`src/rtl/morse_pkg.sv`:
```
// rtl/morse_pkg.sv - shared state encoding and unit counts for the Morse transmit path
package morse_pkg;

    typedef logic [2:0] state_t;

    localparam state_t S_IDLE     = 3'd0;
    localparam state_t S_ARM      = 3'd1;
    localparam state_t S_MARK     = 3'd2;
    localparam state_t S_GAP      = 3'd3;
    localparam state_t S_CHAR_GAP = 3'd4;
    localparam state_t S_SPACE    = 3'd5;

    localparam logic [1:0] DOT_UNITS      = 2'd1;
    localparam logic [1:0] DASH_UNITS     = 2'd3;
    localparam logic [1:0] SYM_GAP_UNITS  = 2'd1;
    localparam logic [1:0] CHAR_GAP_UNITS = 2'd3;

    // The code register reloads its counter with SPACE_UNITS when it sees SPACE_LEN.
    localparam logic [3:0] SPACE_LEN   = 4'd0;
    localparam logic [3:0] SPACE_UNITS = 4'd7;

    function automatic logic [1:0] mark_units(input logic dash);
        return dash ? DASH_UNITS : DOT_UNITS;
    endfunction

endpackage

```
`src/rtl/morse_tx_ctrl_if.sv`:
```
// rtl/morse_tx_ctrl_if.sv - character handshake between the character source and the controller
interface morse_tx_ctrl_if;

    logic       char_valid;
    logic [3:0] char_len;
    logic       char_ready;

    modport master (
        output char_valid,
        output char_len,
        input  char_ready
    );

    modport slave (
        input  char_valid,
        input  char_len,
        output char_ready
    );

endinterface

```
`src/rtl/morse_unit_timer.sv`:
```
// rtl/morse_unit_timer.sv - intra-unit cycle counter with a pulse on the last cycle of each unit
module morse_unit_timer #(
    parameter int UNIT_CYCLES = 12500000,
    parameter int TMR_W       = $clog2(UNIT_CYCLES)
) (
    input  logic clock,
    input  logic reset,
    input  logic restart,
    output logic unit_end
);

    logic [TMR_W-1:0] cyc;

    assign unit_end = (cyc == TMR_W'(UNIT_CYCLES - 1));

    always_ff @(posedge clock or negedge reset) begin
        if (!reset) begin
            cyc <= '0;
        end else if (restart || unit_end) begin
            cyc <= '0;
        end else begin
            cyc <= cyc + TMR_W'(1);
        end
    end

endmodule

```
`src/rtl/morse_tx_ctrl.sv`:
```
// rtl/morse_tx_ctrl.sv - Morse keying FSM driving the code register's load and shift strobes
module morse_tx_ctrl
    import morse_pkg::*;
#(
    parameter int UNIT_CYCLES = 12500000
) (
    input  logic             clock,
    input  logic             reset,
    morse_tx_ctrl_if.slave   chr,
    input  logic             shft_data,
    input  logic [3:0]       cntr_data,
    output logic             char_load,
    output logic             shft_cnt,
    output logic             morse_out,
    output logic             busy
);

    localparam int TMR_W = $clog2(UNIT_CYCLES);

    state_t     state, state_nxt;
    logic [1:0] units, units_nxt;
    logic       is_space, is_space_nxt;
    logic       unit_end;
    logic       restart;
    logic       last_unit;

    // The timer sits at zero until the first MARK/SPACE cycle, so units align with state entry.
    assign restart   = (state == S_IDLE) || (state == S_ARM);
    assign last_unit = unit_end && (units == 2'd1);

    morse_unit_timer #(
        .UNIT_CYCLES (UNIT_CYCLES),
        .TMR_W       (TMR_W)
    ) u_timer (
        .clock    (clock),
        .reset    (reset),
        .restart  (restart),
        .unit_end (unit_end)
    );

    always_ff @(posedge clock or negedge reset) begin
        if (!reset) begin
            state     <= S_IDLE;
            units     <= '0;
            is_space  <= 1'b0;
            morse_out <= 1'b0;
        end else begin
            state     <= state_nxt;
            units     <= units_nxt;
            is_space  <= is_space_nxt;
            morse_out <= (state_nxt == S_MARK);
        end
    end

    always_comb begin
        state_nxt    = state;
        units_nxt    = units;
        is_space_nxt = is_space;
        case (state)
            S_IDLE: begin
                if (chr.char_valid) begin
                    is_space_nxt = (chr.char_len == SPACE_LEN);
                    state_nxt    = S_ARM;
                end
            end
            S_ARM: begin
                if (is_space) begin
                    state_nxt = S_SPACE;
                end else if (cntr_data == 4'd0) begin
                    state_nxt = S_IDLE;
                end else begin
                    state_nxt = S_MARK;
                    units_nxt = mark_units(shft_data);
                end
            end
            S_MARK: begin
                if (last_unit) begin
                    // cntr_data is still the pre-shift count here
                    if (cntr_data == 4'd1) begin
                        state_nxt = S_CHAR_GAP;
                        units_nxt = CHAR_GAP_UNITS;
                    end else begin
                        state_nxt = S_GAP;
                        units_nxt = SYM_GAP_UNITS;
                    end
                end else if (unit_end) begin
                    units_nxt = units - 2'd1;
                end
            end
            S_GAP: begin
                if (last_unit) begin
                    state_nxt = S_MARK;
                    units_nxt = mark_units(shft_data);
                end else if (unit_end) begin
                    units_nxt = units - 2'd1;
                end
            end
            S_CHAR_GAP: begin
                if (last_unit) begin
                    state_nxt = S_IDLE;
                end else if (unit_end) begin
                    units_nxt = units - 2'd1;
                end
            end
            S_SPACE: begin
                if (unit_end && (cntr_data == 4'd1)) begin
                    state_nxt = S_IDLE;
                end
            end
            default: begin
                state_nxt = S_IDLE;
            end
        endcase
    end

    always_comb begin
        chr.char_ready = (state == S_IDLE);
        char_load      = (state == S_IDLE) && chr.char_valid && reset;
        shft_cnt       = ((state == S_MARK) && last_unit) || ((state == S_SPACE) && unit_end);
        busy           = (state != S_IDLE);
    end

endmodule

```
`src/flat_wrapper.sv`:
```
// flat-port wrapper written by rule: the top's interface ports become plain ports
module morse_tx_ctrl_flat import morse_pkg::*;
#(
    parameter int UNIT_CYCLES = 12500000
)
  (clock, reset, shft_data, cntr_data, char_load, shft_cnt, morse_out, busy, chr_char_valid, chr_char_len, chr_char_ready);
  morse_tx_ctrl_if chr_i ();
  input  logic clock;
  input  logic reset;
  input  logic shft_data;
  input  logic [3:0] cntr_data;
  output logic char_load;
  output logic shft_cnt;
  output logic morse_out;
  output logic busy;
  input wire logic [$bits(chr_i.char_valid)-1:0] chr_char_valid;
  input wire logic [$bits(chr_i.char_len)-1:0] chr_char_len;
  output wire logic [$bits(chr_i.char_ready)-1:0] chr_char_ready;
  assign chr_i.char_valid = chr_char_valid;
  assign chr_i.char_len = chr_char_len;
  assign chr_char_ready = chr_i.char_ready;
  morse_tx_ctrl #(.UNIT_CYCLES(UNIT_CYCLES)) u_core (.clock(clock), .reset(reset), .chr(chr_i), .shft_data(shft_data), .cntr_data(cntr_data), .char_load(char_load), .shft_cnt(shft_cnt), .morse_out(morse_out), .busy(busy));
endmodule
```
`config.mk`:
```
export PLATFORM = sky130hd
export DESIGN_NAME = morse_tx_ctrl_flat
export DESIGN_NICKNAME = d
export VERILOG_FILES = /design/src/rtl/morse_pkg.sv /design/src/rtl/morse_tx_ctrl_if.sv /design/src/rtl/morse_unit_timer.sv /design/src/rtl/morse_tx_ctrl.sv /design/src/flat_wrapper.sv
export SDC_FILE = /design/constraint.sdc
export NUM_CORES = 1
export LEC_CHECK = 0
export BUFFER_PORTS_ARGS = -buffer_cell sky130_fd_sc_hd__buf_2
export CORE_UTILIZATION = 40
export CTS_BUF_LIST = sky130_fd_sc_hd__clkbuf_8
export DETAILED_ROUTE_END_ITERATION = 10
export SYNTH_ARGS = -nofsm -noshare
export SYNTH_HDL_FRONTEND = slang
export SYNTH_SLANG_ARGS = --single-unit
```
`constraint.sdc`:
```
create_clock -name clock -period 2.5 [get_ports clock]
set_input_delay 0.5 -clock clock [delete_from_list [all_inputs] [get_ports clock]]
set_output_delay 0.5 -clock clock [all_outputs]
set_load 0.005 [all_outputs]
```
# Word level (Yosys, flattened, before mapping)

Index checks and enable logic that the tools add are counted.

Add/subtract/negate cells: 2
Equality and inequality tests: 12
Multiplexer cells: 19
Reductions and logical operators: 16

Operator list:

| operator              | count |
|---|---|
| $add 24x1->24 const B | 1 |
| $eq 24x24->1 const B  | 1 |
| $mux 24               | 1 |
| $mux 3                | 7 |
| $mux 2                | 9 |
| $pmux 3 s6            | 1 |
| $eq 3x2->1 const B    | 3 |
| $logic_not 4->1       | 2 |
| $pmux 2 s4            | 1 |
| $eq 3x3->1 const B    | 2 |
| $logic_and 1x1->1     | 6 |
| $ne 2x2->1 const B    | 3 |
| $eq 4x1->1 const B    | 1 |
| $reduce_and 4->1      | 1 |
| $reduce_bool 4->1     | 1 |
| $eq 3x1->1 const B    | 1 |
| $logic_not 3->1       | 1 |
| $logic_or 1x1->1      | 3 |
| $reduce_bool 3->1     | 1 |
| $eq 2x1->1 const B    | 1 |
| $reduce_and 2->1      | 1 |
| $sub 2x1->2 const B   | 1 |

Bits in registers: 31
Input bits: 12
Output and inout bits: 5
Word-level logic and storage cells: 54

# Logic depth before layout (Yosys ltp)

Depth in word-level cells: 5
Gate-level depth with buffers: 7
Depth with buffers taken out: 7

# Modules after synthesis

A second synthesis with hierarchy kept.

Cell total of the unflattened synthesis: 205
Area total of the unflattened synthesis: 1864.3 µm²

By module, submodules not included:

| module           | instances | cells each | area each (µm²) | sequential area each (µm²) |
|---|---|---|---|---|
| morse_unit_timer | 1         | 137        | 1308.8          | 600.6 |
| morse_tx_ctrl    | 1         | 68         | 555.5           | 175.2 |

# Worst setup path before layout

No wires, ideal clock.

Path type: register -> register
Start: register u_core.u_timer.cyc[22]
End: register u_core.u_timer.cyc[15]
Library setup time: 0.119 ns
Arrival time: 1.633 ns
Data required time: 2.381 ns
Path slack: 0.748 ns
Stages on the path, launching flop included: 7
Path buffers: 1
Clock period less this slack: 1.752 ns
Path through: dfrtp_1 nand4bb_1 or3_1 or2_1 o21ai_2 buf_4 nor2_1

Cells in the longest elaborated chain, start to end: 3

Ends and longest elaborated chain:

| what                   | RTL line               | RTL |
|---|---|---|
| start, declared        | morse_unit_timer.sv:12 | `logic [TMR_W-1:0] cyc;` |
| start signal, assigned | morse_unit_timer.sv:22 | `cyc <= cyc + TMR_W'(1);` |
| $eq 24x24->1           | morse_unit_timer.sv:14 | `assign unit_end = (cyc == TMR_W'(UNIT_CYCLES - 1));` |
| $logic_or 1x1->1       | morse_unit_timer.sv:19 | `end else if (restart \|\| unit_end) begin` |
| $mux 24                | morse_unit_timer.sv:19 |  |

Every way passes these cells.
A chain may end at the register's enable or synchronous reset.

# Final worst setup path

Start: register u_core.u_timer.cyc[0]
End: output shft_cnt

Cells in the longest elaborated chain, start to end: 4
Elaborated cells between the ends (all ways): 5
Classes of those cells: eq/ne: 1; reduce/logical: 4

Ends and longest elaborated chain:

| what               | RTL line               | RTL |
|---|---|---|
| $eq 24x24->1 *     | morse_unit_timer.sv:14 |  |
| $logic_and 1x1->1  | morse_tx_ctrl.sv:29    | `assign last_unit = unit_end && (units == 2'd1);` |
| $logic_and 1x1->1  | morse_tx_ctrl.sv:119   | `shft_cnt = ((state == S_MARK) && last_unit) \|\| ((state == S_SPACE) && unit_end);` |
| $logic_or 1x1->1 * | morse_tx_ctrl.sv:119   |  |
| end, declared      | flat_wrapper.sv:13     | `output logic shft_cnt;` |

Every way passes the cells marked *; elsewhere a longest branch is shown, timed or not.

==> flow_summary_export.csv <==
group,metric,value,unit
sta,clock_skew,0.00245,ns
global_route,grt_max_degree,32,
sta,finalSetupViolCount,0,
worst_hold_path,hp-class,"input port to asynchronous set/reset pin",
sta,worst_pin_slew,0.906,ns
yosys,yosys_warnings,0,
detailed_routing,drc,0,
die,die_area,4710,µm²
cts,clkSinkCount,31,
setup_path,cp.required,2.00,ns
cts,path_clk_slew,0.06,ns
detailed_routing,wl_per_cell,13.7,µm
detailed_routing,first_pass_iters,4,
placement,pre_cts_ws,0.401,ns
power,power_switching,0.384,mW
cts,cts_made_buffers,5,
die,die_h,68.6,µm
yosys,syn_nets,206,
sta,fmax,460,MHz
cts,cts_buffer_depth,2,
cts,cts-root-buf,"clkbuf_8",
yosys,synth-edff-count,0,
setup_path,critPathLaunchType,"flip-flop",
yosys,synth_area_per_cell,9.24,µm²
sta,hold_violations,0,
global_route,track_usage,17.9,%
setup_path,worstRegToRegCells,5,
yosys,async_flop_share,100,%
setup_path,r2r-end,"u_core.u_timer.cyc[7]",
global_route,grt_pass1_wl,6190,µm
cts,clock_latency,0.28,ns
power,power_density,651,nW/µm²
die,rows,23,
detailed_routing,drtIter0Drc,83,
cts,postCtsSetupRepairBufs,0,
power,power_frac_seq,50.7,%
yosys,yosys-top-cells-count,"dfrtp_1 (31), nor2_1 (31), nand2_1 (15)",
setup_path,cp.arrival,1.67,ns
global_route,grt_pass1_vias,1419,
die,start_util,43.1,%
power,p_int,0.902,mW
sta,layout_min_cycle_time,2.17,ns
detailed_routing,via_per_inst,5.49,
yosys,yosysTopAreaCellShare,43.7,%
die,dieWidth,68.6,µm
cts,htree_levels,2,
die,io_pins,17,
yosys,synth-seq-area-share,43.7,%
placement,gp_congestion,0.840,
cells_and_area,drive_gt1_share,14.8,%
setup_path,rr_startpoint,"u_core.u_timer.cyc[16]",
setup_path,slowest_stage,"dfrtp_1",
cells_and_area,diodes,0,
sta,rsz0062_at_grt,"no",
power,leakagePower,0.877,nW
sta,maxSlewHeadroom,39.6,%
power,peakVddDrop,0.395,mV
power,p_comb_share,19.2,%
sta,finalCritPeriodShare,87.0,%
setup_path,worst_setup_path_end_kind,"primary output",
run,drv_cap,0,
placement,dpl.hpwl,2570,µm
global_route,grt.overflow.total,0,
power,swShare,29.9,%
power,p_clk_share,30.1,%
detailed_routing,top_layer,"met4",
cts,postCtsHoldBufs,0,
sta,layout_setup_ws,0.325,ns
cells_and_area,post-route-util,48.0,%
setup_path,crit_chain,"ha_1 -> and4_1 -> and3_1 -> nand3_1 -> inv_1 -> buf_2",
yosys,netlist_instances,192,
detailed_routing,met3_length,144,µm
die,design.core.area,4120,µm²
cts,ctsResizeCount,0,
global_route,antenna_found_initial,0,
sta,fin_tns_setup,0,ns
setup_path,r2r_slack,0.40,ns
cells_and_area,fillers,405,
cells_and_area,area_delta_synth_final,11.3,%
sta,slew_viol_final,0,
cts,cts_tree,"built",
yosys,synth_top_area_cell,"dfrtp_1",
setup_path,slowest_delay,0.39,ns
detailed_routing,vias,1428,
detailed_routing,wl_met2,1660,µm
setup_path,cp_max_fo,4,
detailed_routing,ant_nets,0,
yosys,ys_seq_elements,31,
yosys,synth_area,1770,µm²
status,status,"finished clean",
detailed_routing,drt-met1-wl,1700,µm
yosys,synthDistinctLibCells,45,
yosys,synth_area_leaders,"dfrtp_1 (44%), nor2_1 (6.6%), xnor2_1 (5.4%), xor2_1 (5.4%), nand2_1 (3.2%)",
sta,hold_slack,0.250,ns
cells_and_area,nets,224,
setup_path,criticalPathCategory,"flip-flop to primary output",
placement,port_buffers,16,
yosys,ys.flop_type,"dfrtp_1",
detailed_routing,wl,3560,µm
==> state kept, by name, summed over array words and instances, names as in the netlist <==
name and cells:
u_core.morse_out 1, u_core.is_space 1, u_core.units 2, u_core.u_timer.cyc 24
u_core.state 3
==> worst max-delay path by stage <==
stage / endpoint / slack [ns] / start
floorplan: u_core.u_timer.cyc[15] / 0.75 / u_core.u_timer.cyc[22]
global placement: u_core.u_timer.cyc[17] / 0.49 / u_core.u_timer.cyc[22]
detailed placement: u_core.u_timer.cyc[22] / 0.40 / u_core.u_timer.cyc[16]
CTS: shft_cnt / 0.30 / u_core.u_timer.cyc[0]
global route: u_core.u_timer.cyc[7] / 0.16 / u_core.u_timer.cyc[0]
finish: shft_cnt / 0.33 / u_core.u_timer.cyc[0]
==> cell families after synthesis <==
family                   synth area share [%]
AND/OR/NAND/NOR                          30.3
flip-flops                               43.7
AO/OA/AOI/OAI                            9.38
XOR/XNOR                                 10.9
buffers and inverters                    3.81
adder cells (fa/ha/maj)                  1.41
multiplexers                            0.564
==> through the flow <==
stage	cell area (µm²)	cells	power, mW
floorplan	1770	192	0.824
global placement	1890	253	0.884
detailed placement	1890	253	0.906
CTS	1970	260	1.30
global route	1970	260	1.37
finish	1970	260	1.29
==> power by group through the flow <==
| stage | logic, mW | clock network (mW) | registers, mW |
|---|---|---|---|
| 5_1_grt | 0.283 | 0.422 | 0.664 |
| 6_report | 0.247 | 0.387 | 0.652 |
| 4_1_cts | 0.249 | 0.403 | 0.651 |
| 3_5_place_dp | 0.246 | 0 | 0.660 |
| 2_1_floorplan | 0.185 | 0 | 0.639 |
| 3_3_place_gp | 0.234 | 0 | 0.651 |
==> area by class of cell <==
cell class	count	area, µm²	share of cell area (%)
flip-flops and latches	31	776	39.3
multi-input cells	147	931	47.1
inverters	8	30.0	1.52
repair buffers	17	87.6	4.44
clock buffers	6	82.6	4.18
well taps	50	62.6	3.17
clock inverters	1	5.00	0.253
==> worst max-delay path: cells and delay by family (launching register included) <==
kind / cells / cell delay (ns)
simple gates: 3 / 0.58
flops: 1 / 0.39
fa+ha+maj: 1 / 0.26
buf+inv: 2 / 0.17
==> placed cells by master (no fill, tap or decap), types with 2 or more instances in the layout <==
| cell | Yosys | final |
|---|---|---|
| clkbuf_8 | 0 | 6 |
| nand2_1 | 15 | 15 |
| xor2_1 | 11 | 11 |
| and4_1 | 3 | 3 |
| nand4_1 | 6 | 6 |
| nor4b_1 | 3 | 3 |
| o21a_1 | 2 | 2 |
| xnor2_1 | 11 | 11 |
| a21o_1 | 3 | 3 |
| nor3_1 | 6 | 6 |
| inv_1 | 8 | 8 |
| dfrtp_1 | 31 | 31 |
| o21ai_0 | 5 | 5 |
| buf_2 | 0 | 16 |
| a21oi_1 | 3 | 3 |
| and3_1 | 3 | 3 |
| nor3_2 | 3 | 3 |
| nor2b_1 | 5 | 5 |
| or3_1 | 2 | 2 |
| nand3_1 | 9 | 9 |
| nor2_1 | 31 | 31 |
| nor4_1 | 4 | 4 |
| ha_1 | 2 | 2 |
==> routing by layer <==
layer | global-route usage (%) | up-vias
li1 | - | 709
met2 | 30.6 | 28
met3 | 4.44 | 7
met4 | 7.03 | 0
met1 | 21.5 | 684
met5 | 0 | -
Note: power is estimated with default switching activity, not from simulation.
